===== src/rtl/host_frame_interface.sv =====
// Device-side host stream endpoint: unpacks a sparse syndrome frame into the padded
// measurement vector, hands it to the decoder core and returns a three-word result frame.
module host_frame_interface #(
  parameter int unsigned GRID_WIDTH_X      = 12,
  parameter int unsigned GRID_WIDTH_Z      = 4,
  parameter int unsigned GRID_WIDTH_U      = 5,
  parameter int unsigned ALIGNED_PER_ROUND = ((GRID_WIDTH_X * GRID_WIDTH_Z + 7) >> 3) << 3,
  parameter int unsigned MEAS_BITS         = ALIGNED_PER_ROUND * GRID_WIDTH_U
) (
  input  logic                 clk,
  input  logic                 reset,
  input  logic [31:0]          input_data,
  input  logic                 input_valid,
  output logic                 input_ready,
  output logic [31:0]          output_data,
  output logic                 output_valid,
  input  logic                 output_ready,
  output logic [MEAS_BITS-1:0] measurements,
  output logic                 meas_valid,
  input  logic                 meas_ready,
  input  logic                 result_valid,
  input  logic [15:0]          result_cycles,
  input  logic [7:0]           result_iterations,
  output logic [15:0]          syndrome_count,
  output logic                 addr_error,
  output logic                 busy
);

  typedef enum logic [2:0] {
    StIdle,
    StLoad,
    StDispatch,
    StWaitResult,
    StTxHdr,
    StTxId,
    StTxEnd
  } state_e;

  state_e         state;
  logic [31:0]    test_id;
  logic [7:0]     addr_u;
  logic [7:0]     addr_x;
  logic [7:0]     addr_z;
  logic           addr_in_range;
  logic [31:0]    bit_idx;
  logic [MEAS_BITS-1:0] set_mask;
  logic           is_term;
  logic           in_fire;

  assign addr_u  = input_data[23:16];
  assign addr_x  = input_data[15:8];
  assign addr_z  = input_data[7:0];
  assign is_term = (input_data == 32'hFFFF_FFFF);

  assign addr_in_range = (32'(addr_x) < GRID_WIDTH_X) && (32'(addr_z) < GRID_WIDTH_Z) &&
                         (32'(addr_u) < GRID_WIDTH_U);
  assign bit_idx  = 32'(addr_x) * GRID_WIDTH_Z + 32'(addr_z) + 32'(addr_u) * ALIGNED_PER_ROUND;
  // Only applied when in range, so the shift never lands in a padding bit.
  assign set_mask = {{(MEAS_BITS - 1){1'b0}}, 1'b1} << bit_idx;

  assign input_ready = (state == StIdle) || (state == StLoad);
  assign in_fire     = input_valid && input_ready;
  assign busy        = (state != StIdle);

  always_ff @(posedge clk or posedge reset) begin
    if (reset) begin
      state          <= StIdle;
      test_id        <= '0;
      measurements   <= '0;
      syndrome_count <= '0;
      addr_error     <= 1'b0;
      meas_valid     <= 1'b0;
      output_data    <= '0;
      output_valid   <= 1'b0;
    end else begin
      unique case (state)
        StIdle: begin
          // Any word here is an ID, including the all-ones terminator pattern.
          if (in_fire) begin
            test_id        <= input_data;
            measurements   <= '0;
            syndrome_count <= '0;
            addr_error     <= 1'b0;
            state          <= StLoad;
          end
        end
        StLoad: begin
          if (in_fire) begin
            if (is_term) begin
              meas_valid <= 1'b1;
              state      <= StDispatch;
            end else begin
              if (addr_in_range) measurements <= measurements | set_mask;
              else               addr_error   <= 1'b1;
              if (syndrome_count != 16'hFFFF) syndrome_count <= syndrome_count + 16'd1;
            end
          end
        end
        StDispatch: begin
          if (meas_ready) begin
            meas_valid <= 1'b0;
            state      <= StWaitResult;
          end
        end
        StWaitResult: begin
          if (result_valid) begin
            output_data  <= {8'h00, result_iterations, result_cycles};
            output_valid <= 1'b1;
            state        <= StTxHdr;
          end
        end
        StTxHdr: begin
          if (output_ready) begin
            output_data <= test_id;
            state       <= StTxId;
          end
        end
        StTxId: begin
          if (output_ready) begin
            output_data <= 32'hFFFF_FFFF;
            state       <= StTxEnd;
          end
        end
        StTxEnd: begin
          if (output_ready) begin
            output_data  <= '0;
            output_valid <= 1'b0;
            state        <= StIdle;
          end
        end
        default: state <= StIdle;
      endcase
    end
  end

endmodule

===== config.mk =====
export PLATFORM = sky130hd
export DESIGN_NAME = host_frame_interface
export DESIGN_NICKNAME = d
export VERILOG_FILES = /design/src/rtl/host_frame_interface.sv
export SDC_FILE = /design/constraint.sdc
export NUM_CORES = 1
export LEC_CHECK = 0
export ABC_AREA = 1
export BUFFER_PORTS_ARGS = -buffer_cell sky130_fd_sc_hd__clkbuf_2
export CAP_MARGIN = 25
export CORE_ASPECT_RATIO = 2
export CORE_UTILIZATION = 51
export CTS_BUF_LIST = sky130_fd_sc_hd__clkbuf_8
export CTS_CLUSTER_SIZE = 24
export DETAILED_ROUTE_END_ITERATION = 8
export MAX_ROUTING_LAYER = met4
export PLACE_DENSITY = 0.78
export SLEW_MARGIN = 10
export SYNTH_ARGS = -nofsm -noshare
export SYNTH_HDL_FRONTEND = slang
export SYNTH_SLANG_ARGS = --single-unit

===== constraint.sdc =====
create_clock -name clk -period 11.54 [get_ports clk]
set_input_delay 2.308 -clock clk [delete_from_list [all_inputs] [get_ports clk]]
set_output_delay 2.308 -clock clk [all_outputs]
set_load 0.03 [all_outputs]

---- Word level (Yosys, flattened, before mapping) ----
Index checks and enable logic that the tools add are counted.
W data, S select, Z words.
word-level totals
  register bits after elaboration ......... 326
  input bits .............................. 62
  output and inout port bits .............. 293
  logic and storage cells ................. 91
cells by class
  add/subtract/negate cells ............... 3
  multipliers ............................. 1
  order comparisons ....................... 3
  eq/ne operators ......................... 20
  shift-type cells ........................ 1
  muxes and demuxes ....................... 36
  bitwise operators ....................... 1
  reduce and logical (&&, ||, !) cells .... 18
operator list
  kind                      number
  $mux W240                 4
  $pmux W240 S2             1
  $or A240 B240 Y240        1
  $shl A1 B15 Y240 const A  1
  $mux W32                  4
  $pmux W32 S4              1
  $mux W16                  4
  $eq A32 B32 Y1 const B    1
  $pmux W16 S2              1
  $mux W3                   8
  $ne A2 B2 Y1 const B      11
  $pmux W3 S7               1
  $reduce_and A5 Y1         4
  $add A16 B1 Y16 const B   1
  $lt A8 B3 Y1 const B      2
  $ne A16 B16 Y1 const B    1
  $add A11 B14 Y15          1
  $add A10 B8 Y11           1
  $mul A8 B2 Y10 const B    1
  $eq A3 B3 Y1 const B      3
  $mux W1                   9
  $lt A8 B4 Y1 const B      1
  $reduce_and A8 Y1         1
  $eq A3 B2 Y1 const B      2
  12 further kinds          18

---- Logic depth before layout (Yosys ltp) ----
Gate-level depths: netlist of the first run.
  depth in word-level cells ............... 8
  gate-level depth with buffers ........... 21

---- Worst setup path before layout of the first run ----
Ideal clock, no wire load.
  path kind ............................... input -> register
  from .................................... input input_data[16]
  to ...................................... register measurements[237]
  setup time .............................. 0.078 ns
  arrival ................................. 5.365 ns
  required time ........................... 11.462 ns
  setup slack ............................. 6.097 ns
  stages .................................. 18
  buffers on the path ..................... 0
  path through ............................ ha_1 -> fa_1 -> xnor2_1 -> fa_1 -> ha_1 -> nand2_1 -> inv_1 -> nand3_1 -> nand2_1 -> nand2_1 -> nand3_1 -> nor2_1 -> nand3_2 -> nor3_4 -> nand4_1 -> nor2_4 -> nand4_1 -> a21oi_1
between the ends
  cells in the longest elaborated chain, start to end .. 8
  elaborated cells on any way between the ends .. 14
RTL lines
  element               RTL line  RTL
  start, declared       12        input logic [31:0] input_data,
  $mul A8 B2 Y10        57        assign bit_idx = 32'(addr_x) * GRID_WIDTH_Z + 32'(addr_z) + 32'(addr_u) * ALIGNED_PER_ROUND;
  $add A11 B14 Y15      57
  $shl A1 B15 Y240      59        assign set_mask = {{(MEAS_BITS - 1){1'b0}}, 1'b1} << bit_idx;
  $or A240 B240 Y240    93        if (addr_in_range) measurements <= measurements | set_mask;
  $mux W240             93
  $mux W240             89        if (is_term) begin
  $mux W240             88        if (in_fire) begin
  $pmux W240 S2         76        unique case (state)
  end signal, assigned  93
  end, declared         18        output logic [MEAS_BITS-1:0] measurements,
Parallel ways exist; a longest one is shown, timed or not. The select of a mux whose other input is x is not followed.
A chain may end at the register's enable or synchronous reset.

---- Worst setup path after layout of the first run ----
  from .................................... input input_data[17]
  to ...................................... register measurements[90]
Same word-level chain as after synthesis.

==> impl_results.md, run 1 <==
* Period utilisation layout at 50.26%
* Yosys warns at 0
* CTS root buf: clkbuf_8
* Max-cap violation count at 0
* Post-route ant nets at 0
* Crit path DAT at 6.30 ns
* Gpl congestion at 0.9730
* Final setup fails at 0
* Congestion Overflow GR at 0
* CP required at 12.04 ns
* PD cells at 194.3 mW/mm^2
* Post-CTS Resized at 0
* Port Buffers at 354
* First-pass DRT Iterations at 8
* Vias in the first global route at roughly 14000
* Nature of the critical path startpoint: primary input
* RSZ-0062 raised after global routing: false
* Final Cell Area at approximately 0.019 mm^2
* Slew @ Worst Pin at 1.084 ns
* Number of synthesized register bits at roughly 330
* Slew headroom at 27.71%
* HP Class: register to register
* Fraction of layout cells with a size suffix above 1 at 25.14%
* Reg2Reg Setup Slack at 7.59 ns
* Maximum fanout along the worst path at 65
* Number of buffers created by CTS at 47
* FP Rows at 90
* Setup slack after placement at around 5.1 ns
* Clock-pin slew on the worst setup and hold paths at roughly 0.070 ns
* Routed WL per cell at 19.95 um
* Slew Limit Fails at 0
* CTS tree: done
* Worst Skew at 0.01991 ns
* Fmax at 172.4 MHz
* Hold Crit Depth at 2
* Clk sinks at ~330
* Netlist Area Pre-Place at 0.01578 mm^2
* Die height at approximately 250 um
* Run status: completed
* Die W at 126.4 um
* Critical path's slowest cell: buf_4
* Vias per cell at approximately 5.7
* Peak VDD IR at approximately 0.16 mV
* Initial Util at 52.08%
* Max Buffers Root-to-Sink at 3
* Setup Buffers After CTS at 0
* Synth Instances at approximately 1800
* Syn_nets at 1860
* Most frequent cells in the layout: clkbuf_2 (354), inv_1 (331), dfrtp_1 (326)
* Mean area per synthesized cell at slightly below 9 um^2
* Post-synthesis sequential area ratio at 51.71%
* Cts hold-fix bufs at 0
* H-Tree Depth at 2
* Setup TNS at 0 ns
* Via count at around 14000
* First-pass GRT wire length at 76630 um
* Commonest non-fill, non-tap cell in the layout: clkbuf_2
* HPWL after DPL at 33770 um
* Dpl cell area at 0.01768 mm^2
* Antenna violations before repair at 2
* Final wirelength at 49280 um
* Area grow syn2layout at 18.88%
* Die area at 0.03168 mm^2
* Largest net degree at the start of global routing at 102
* # fillers at 2613
* Critical-path cell list: clkbuf_2, ha_1, fa_1, xnor2_1, fa_1, ha_1, a21oi_1, xor2_1, nand2_1, nor2_4, buf_4, buf_4, nand4_1, a21oi_1
* Clock Latency Late Sink at 0.61 ns
* R2R cell count at 13
* Final worst slack at 5.740 ns
* Crit Path Class: primary input to register
* Placeable Area at 0.03029 mm^2
* Netlist cell types at 39
* Total I/O pin count at 355
* Crit end category: register
* Slowest cell delay on critical path at 0.66 ns
* DRC at 0
* Tot GR Track Use at 32.13%
* Final hold vios at 0
* Post-layout minimum cycle time at about 5.8 ns
* Violation count after the first detailed-route iteration at 1226
* Fin nets at 2159
* Static Leak at 8.947 nW
[power by group]
group	internal, mW	total [mW]	switching [mW]	leakage, nW
Sequential	1.30	1.39	0.0937	4.43
Clock	0.486	0.952	0.465	0.545
Combinational	0.310	1.30	0.987	3.97
[metal layers]
metal	part of all wire [%]	GRT usage, %	wire (um)	vias to the layer above
li1	-	-	-	6531
met1	34	33.52	16990	6758
met2	53	55.06	25890	585
met3	6.1	5.916	3005	176
met4	6.9	21.14	3386	0
met5	0	-	0	-
[critical path, delay by kind of cell]
| family | cells | cell delay, ns |
|---|---|---|
| compound gates | 2 | 0.39 |
| xor+xnor | 2 | 0.35 |
| buf+inv | 3 | 1.22 |
| fa+ha+maj | 4 | 1.52 |
| simple gates | 3 | 0.48 |
[state kept, by name, summed over array words and instances, names as in the netlist]
| signal | cells |
|---|---|
| measurements | 240 |
| output_data | 32 |
| test_id | 32 |
| syndrome_count | 16 |
| state | 3 |
| addr_error | 1 |
| meas_valid | 1 |
| output_valid | 1 |
[cell type report]
class	count	area, um^2	share of cell area [%]
tap	368	460.4	2.455
sequential	326	8158	43.50
multi-input combinational	983	5852	31.20
inverter	325	1231	6.564
antenna	2	5.005	0.02668
timing repair buffer	381	2087	11.13
clock inverter	26	150.1	0.8005
clock buffer	59	812.0	4.330
[per-stage QoR]
stage          std cells  hold WS, ns  util (%)  power (mW)
2_1_floorplan       1765       0.4589         -       2.331
3_3_place_gp        2376       0.4554     58.18       2.644
3_5_place_dp        2378       0.4615     58.36       2.694
4_1_cts             2463       0.4784     61.54       3.641
5_1_grt             2470       0.5006     61.92       3.819
6_report            2470       0.4774     61.92       3.644
[worst paths after layout]
| kind | from | endpoint |
|---|---|---|
| worst max-delay path | input_data[17] | measurements[90] |
| worst min-delay path | output_data[10] | output_data[10] |
| worst max register to register | state[0] | measurements[90] |
| worst min register to register | output_data[10] | output_data[10] |
| max in group asynchronous | reset | measurements[216] |
| min in group asynchronous | reset | measurements[208] |
[logic make-up after synthesis]
kind of cell | after synthesis | synth area share, %
fa+ha+maj | 33 | 2.903
compound gates | 352 | 11.60
xor+xnor | 17 | 0.9438
flops | 326 | 51.71
buf+inv | 456 | 11.42
simple gates | 558 | 19.78
mux | 23 | 1.642
[cell usage after synthesis]
| library cell | count | share of area (%) |
|---|---|---|
| dfrtp_1 | 326 | 52 |
| inv_1 | 322 | 7.7 |
| nand4_1 | 254 | 10 |
| a21oi_1 | 251 | 8.0 |
| nand2_1 | 168 | 4.0 |
| o21ai_0 | 74 | 2.3 |
| buf_2 | 69 | 2.2 |
| clkbuf_1 | 53 | 1.3 |
| nand3_1 | 45 | 1.4 |
| nor2_4 | 32 | 2.3 |
| nor2_1 | 30 | 0.71 |
| ha_1 | 27 | 2.1 |
| mux2_2 | 23 | 1.6 |
| xor2_1 | 14 | 0.78 |
| nor3_1 | 12 | 0.38 |
| o21a_1 | 10 | 0.48 |
| buf_1 | 8 | 0.19 |
| o31ai_1 | 8 | 0.38 |
| fa_1 | 6 | 0.76 |
| nor4_1 | 5 | 0.20 |
| nand3_2 | 3 | 0.19 |
| xnor2_1 | 3 | 0.17 |
| a31oi_1 | 2 | 0.079 |
| inv_2 | 2 | 0.048 |
| nor2_2 | 2 | 0.079 |
| nor3_4 | 2 | 0.21 |
| o211ai_1 | 2 | 0.095 |
| a211oi_1 | 1 | 0.048 |
| a32o_1 | 1 | 0.063 |
| and2_1 | 1 | 0.040 |
| and3_1 | 1 | 0.040 |
| buf_4 | 1 | 0.048 |
| clkinv_1 | 1 | 0.024 |
| nor3_2 | 1 | 0.063 |
| nor3b_1 | 1 | 0.048 |
| o22a_1 | 1 | 0.056 |
| o22ai_1 | 1 | 0.040 |
| o311ai_0 | 1 | 0.056 |
| or2_2 | 1 | 0.040 |
(Power assumes the default switching activity.)
==> run 2: changes to the inputs <==
--- a/config.mk
+++ b/config.mk
@@ -9,12 +9,12 @@
 export BUFFER_PORTS_ARGS = -buffer_cell sky130_fd_sc_hd__clkbuf_2
 export CAP_MARGIN = 25
 export CORE_ASPECT_RATIO = 2
-export CORE_UTILIZATION = 51
+export CORE_UTILIZATION = 55
 export CTS_BUF_LIST = sky130_fd_sc_hd__clkbuf_8
 export CTS_CLUSTER_SIZE = 24
 export DETAILED_ROUTE_END_ITERATION = 8
 export MAX_ROUTING_LAYER = met4
-export PLACE_DENSITY = 0.78
+export PLACE_DENSITY = 0.8
 export SLEW_MARGIN = 10
 export SYNTH_ARGS = -nofsm -noshare
 export SYNTH_HDL_FRONTEND = slang
==> constraint.sdc (replaced) <==
create_clock -name clk -period 5.9 [get_ports clk]
set_input_delay 1.18 -clock clk [delete_from_list [all_inputs] [get_ports clk]]
set_output_delay 1.18 -clock clk [all_outputs]
set_load 0.03 [all_outputs]
==> run 2 against run 1 <==
Clock skew rose by 0.014 ns. Non-clock buffer count rose by 1. Final cell count fell by 0.69%. Critical path depth rose by 2. Clock power rose by 78%. Utilization rose by 4.2 points. Final area fell by 0.57%. Hold slack got worse by 0.0042 ns. Largest power group unchanged.
==> impl_results.md, run 2 (same netlist as run 1, synthesis figures left out) <==
* Final setup fails at 0
* Tot GR Track Use at between 30% and 40%
* Clk sinks at 326
* Clock Latency Late Sink at 0.59 ns
* Crit end category: register
* Vias per cell at approximately 5.8
* Nature of the critical path startpoint: primary input
* Area grow syn2layout at 18.20%
* CTS root buf: clkbuf_8
* Congestion Overflow GR at 0
* H-Tree Depth at 2
* Period utilisation layout at 76.11%
* Crit path DAT at approximately 5 ns
* Post-CTS Resized at 0
* Worst Skew at around 0.034 ns
* Total I/O pin count at roughly 360
* First-pass GRT wire length at 75640 um
* Slew Limit Fails at 0
* Setup TNS at 0 ns
* Post-layout minimum cycle time at 4.490 ns
* Fraction of layout cells with a size suffix above 1 at 24.57%
* Die area at 0.02941 mm^2
* Maximum fanout along the worst path at 8
* FP Rows at 87
* RSZ-0062 raised after global routing: false
* CTS tree: done
* Max Buffers Root-to-Sink at 3
* Cts hold-fix bufs at 0
* Vias in the first global route at 13770
* Commonest non-fill, non-tap cell in the layout: clkbuf_2
* Most frequent cells in the layout: clkbuf_2 (354), inv_1 (340), dfrtp_1 (326)
* Antenna violations before repair at 1
* Worst R2R Start: state[0]
* Final hold vios at 0
* Crit path to: measurements[194]
* Static Leak at around 8.9 nW
* Worst setup startpoint: input_data[16]
* First-pass DRT Iterations at 5
* Biggest register: measurements
* Fin nets at 2157
* Clock-pin slew on the worst setup and hold paths at 0.07 ns
* Largest net degree at the start of global routing at 129
* Post-layout util at 66.14%
* Setup Buffers After CTS at 0
* Fmax at 222.7 MHz
* Placeable Area at 0.02819 mm^2
* Max-cap violation count at 0
* Slew headroom at between 30% and 40%
* Run status: completed
* Number of flip-flops under the largest register name at 240
* Top flop regs: measurements x240, output_data x32, test_id x32
* Via count at around 14000
* HP Class: register to register
* Slew @ Worst Pin at 0.9856 ns
* PD cells at between 300 and 400 mW/mm^2
* Number of buffers created by CTS at 44
* Gpl congestion at 0.9108
* HPWL after DPL at 34160 um
* Crit Path Class: primary input to register
* Port Buffers at about 350
* Initial Util at 55.96%
* Violation count after the first detailed-route iteration at 976
* R2R cell count at 9
* Peak VDD IR at roughly 0.41 mV
* Final wirelength at 49270 um
* Post-route ant nets at 0
* CP required at 6.40 ns
* FF-to-FF End: syndrome_count[11]
* Routed WL per cell at 20.09 um
* DRC at 0
* Die height at 241.5 um
* Reg2Reg Setup Slack at 2.50 ns
* Die W at ~120 um
run 2: cell types whose count changed in the layout (fill, tap and decap cells not counted):
cell      delta
clkinv_2     -5
buf_16       -3
clkbuf_4     -1
inv_1        +9
inv_8        -1
buf_4        -1
clkbuf_8     -8
diode_2      -1
buf_12       +6
run 2: worst min-delay path by stage:
stage | depth (start not counted) | to | slack (ns) | start
detailed placement | 2 | output_data[1] | 0.46 | output_data[1]
floorplan | 1 | test_id[0] | 0.46 | test_id[0]
global route | 1 | test_id[22] | 0.49 | test_id[22]
global placement | 2 | output_data[15] | 0.46 | output_data[15]
finish | 2 | output_data[1] | 0.47 | output_data[1]
CTS | 2 | output_data[19] | 0.48 | output_data[19]
run 2: where the power goes:
| part | internal [mW] | switching, mW | leakage (nW) |
|---|---|---|---|
| Combinational | 0.628 | 1.96 | 3.97 |
| Clock | 0.836 | 0.859 | 0.515 |
| Sequential | 2.54 | 0.184 | 4.43 |
run 2: area by class of cell:
| class | instances | area (um^2) |
|---|---|---|
| flip-flops and latches | 326 | 8158 |
| diodes | 1 | 2.502 |
| fillers | 2376 | 9545 |
| well taps | 356 | 445.4 |
| inverters | 325 | 1227 |
| clock buffers | 51 | 701.9 |
| clock inverters | 29 | 151.4 |
| repair buffers | 382 | 2110 |
| multi-input cells | 983 | 5852 |
run 2: per-layer routing:
metal / vias up / part of all wire (%) / GRT usage [%]
met5: - / 0 / -
met4: 0 / 7.1 / 22.08
met3: 164 / 6.3 / 5.731
met2: 666 / 52 / 58.13
met1: 6854 / 34 / 36.52
li1: 6531 / - / -
run 2: per-stage QoR:
| stage | power [mW] | setup slack (ns) | hold WS [ns] | instances | cell area [um^2] |
|---|---|---|---|---|---|
| floorplan | 4.560 | 0.3693 | 0.4589 | 1765 | 15780 |
| global placement | 5.232 | 0.9088 | 0.4555 | 2370 | 17740 |
| detailed placement | 5.323 | 0.8533 | 0.4593 | 2371 | 17760 |
| CTS | 7.013 | 1.424 | 0.4755 | 2451 | 18620 |
| global route | 7.335 | 1.140 | 0.4949 | 2453 | 18650 |
| finish | 7.013 | 1.410 | 0.4732 | 2453 | 18650 |
run 2: critical path, cell delays in order:
cell	delay (ns)
clkbuf_2	0.11
ha_1	0.26
fa_1	0.45
xnor2_1	0.20
fa_1	0.44
ha_1	0.35
a21oi_1	0.21
o21a_1	0.15
nand2_1	0.06
nand2_1	0.06
nand2_1	0.14
nor3_4	0.35
nand4_1	0.33
nor2_4	0.35
nand4_1	0.15
a21oi_1	0.19
==> run 3: changes to the inputs <==
--- a/config.mk
+++ b/config.mk
@@ -9,12 +9,12 @@
 export BUFFER_PORTS_ARGS = -buffer_cell sky130_fd_sc_hd__clkbuf_2
 export CAP_MARGIN = 25
 export CORE_ASPECT_RATIO = 2
-export CORE_UTILIZATION = 55
+export CORE_UTILIZATION = 51
 export CTS_BUF_LIST = sky130_fd_sc_hd__clkbuf_8
 export CTS_CLUSTER_SIZE = 24
 export DETAILED_ROUTE_END_ITERATION = 8
 export MAX_ROUTING_LAYER = met4
-export PLACE_DENSITY = 0.8
+export PLACE_DENSITY = 0.78
 export SLEW_MARGIN = 10
 export SYNTH_ARGS = -nofsm -noshare
 export SYNTH_HDL_FRONTEND = slang
==> constraint.sdc (replaced) <==
create_clock -name clk -period 4 [get_ports clk]
set_input_delay 0.8 -clock clk [delete_from_list [all_inputs] [get_ports clk]]
set_output_delay 0.8 -clock clk [all_outputs]
set_load 0.03 [all_outputs]
==> run 3 against run 2 <==
Hold slack worse by 0.081 ns. Final cell count is 3.1% higher. Non-clock buffer count is 59 higher. Combinational power is 56% higher. Total power is 55% higher. Final area is 4.7% higher. Global-route usage is 1.9 points lower. Utilization is 1.7 points lower. Critical path depth is 4 higher.
==> impl_results.md, run 3 (same netlist as run 1, synthesis figures left out) <==
* Vias in the first global route at 14192
* Fin nets at 2219
* Peak VDD IR at about 0.71 mV
* Final hold vios at 0
* H-Tree Depth at 2
* Tot Pwr at between 10 and 15 mW
* Crit path DAT at 4.42 ns
* Nature of the critical path startpoint: primary input
* Port Buffers at 354
* Final setup fails at 0
* CTS root buf: clkbuf_8
* Die area at 0.03168 mm^2
* FP Rows at 90
* P_sw at 4.531 mW
* Top flop regs: measurements x240, output_data x32, test_id x32
* First-pass GRT wire length at 77800 um
* Slew headroom at 0.4379%
* Total I/O pin count at 355
* Congestion Overflow GR at 0
* Setup slack after placement at -0.5185 ns
* Fmax at between 200 and 300 MHz
* Routed WL per cell at 19.72 um
* Tot GR Track Use at around 33%
* Sequential share of power at 37.1%
* Via count at roughly 14000
* Period utilisation layout at around 98%
* Crit Path Class: primary input to register
* Static Leak at 9.306 nW
* Internal cell power at 6.307 mW
* Max-cap violation count at 0
* CP required at approximately 4.5 ns
* CTS tree: done
* Slew @ Worst Pin at about 1.5 ns
* Slew Limit Fails at 0
* Commonest non-fill, non-tap cell in the layout: clkbuf_2
* Most frequent cells in the layout: clkbuf_2 (353), inv_1 (339), dfrtp_1 (326)
* Post-layout minimum cycle time at around 3.9 ns
* Die W at 126.4 um
* Largest net degree at the start of global routing at 247
* Post-route ant nets at 0
* Number of buffers created by CTS at between 40 and 50
* Maximum fanout along the worst path at 8
* Switching share of power at between 40% and 50%
* Clk sinks at around 330
* Number of flip-flops under the largest register name at 240
* Fraction of layout cells with a size suffix above 1 at roughly 28%
* Gpl congestion at 0.9574
* Max Buffers Root-to-Sink at 3
* Gate power share at 37.2%
* Vias per cell at about 5.7
* Final Cell Area at 0.01953 mm^2
* Clock-pin slew on the worst setup and hold paths at 0.07 ns
* Clock power frac at 25.7%
* HP Class: primary input to asynchronous set/reset pin
* Violation count after the first detailed-route iteration at 1059
* Cts hold-fix bufs at 0
* HPWL after DPL at 34360 um
* Crit end category: register
* Final wirelength at ~50000 um
* Initial Util at 52.08%
* Reg2Reg Setup Slack at 0.94 ns
* PD cells at 555.1 mW/mm^2
* Dpl cell area at 0.01837 mm^2
* Worst Skew at 0.01822 ns
* Clock Latency Late Sink at 0.59 ns
* First-pass DRT Iterations at 5
* Final worst slack at 0.07443 ns
* Run status: completed
* Biggest register: measurements
* DRC at 0
* Placeable Area at 0.03029 mm^2
* Die height at 250.7 um
* Antenna violations before repair at 1
* Area grow syn2layout at 23.76%
run 3: layout make-up:
class / count / area, um^2
Antenna cell: 1 / 2.502
Clock buffer: 56 / 770.7
Clock inverter: 28 / 202.7
Fill cell: 2551 / 10770
Inverter: 325 / 1227
Multi-Input combinational cell: 983 / 5969
Sequential cell: 326 / 8158
Tap cell: 368 / 460.4
Timing Repair Buffer: 441 / 2734
run 3: path summary, 6_finish.rpt:
check	from	to	cells past startpoint
min in group clk	input_data[28]	test_id[28]	2
setup / recovery	input_data[16]	measurements[22]	20
max in group asynchronous	reset	output_valid	3
setup reg to reg	state[0]	measurements[123]	13
hold reg to reg	output_data[1]	output_data[1]	2
hold / removal	reset	measurements[177]	3
run 3: timing repair:
action / CTS / global route
buffers inserted: 0 / 7
gates resized for setup: 0 / 24
endpoints found under the setup margin: 0 / 207
run 3: worst max-delay path, cell delays in order:
cell     delay, ns
buf_2         0.12
ha_4          0.16
fa_2          0.43
xnor2_2       0.16
fa_1          0.56
ha_4          0.23
nand2_2       0.06
inv_1         0.05
nand3_2       0.08
nand2_2       0.07
nand2_2       0.07
nand3_2       0.10
nor2_4        0.14
nand3_4       0.11
nor3_4        0.34
nand4_1       0.20
buf_4         0.19
nor2_4        0.21
nand4_1       0.17
a21oi_1       0.17
run 3: routing by layer:
layer	GRT usage (%)	up-vias	part of all wire, %
met3	5.363	190	5.8
li1	-	6656	-
met4	21.96	0	7.4
met2	55.06	614	52
met1	34.91	6934	35
met5	-	-	0
run 3: power by group through the flow:
stage	Clock (mW)	Sequential (mW)	Combinational (mW)
2_1_floorplan	0	4.55	2.18
3_3_place_gp	0	4.05	3.82
3_5_place_dp	0	4.07	3.92
4_1_cts	2.84	4.02	3.93
5_1_grt	2.97	4.06	4.33
6_report	2.78	4.02	4.03
run 3: per-stage QoR:
step | std cells | setup TNS, ns | hold slack (ns) | util [%]
after floorplan | 1765 | -375.14 | 0.4589 | -
after global placement | 2434 | -82.23 | 0.4579 | 60.55
after detailed placement | 2435 | -85.73 | 0.4616 | 60.64
after CTS | 2519 | 0 | 0.3896 | 63.86
after global routing | 2528 | -0.7640 | 0.4111 | 64.46
final | 2528 | 0 | 0.3921 | 64.46
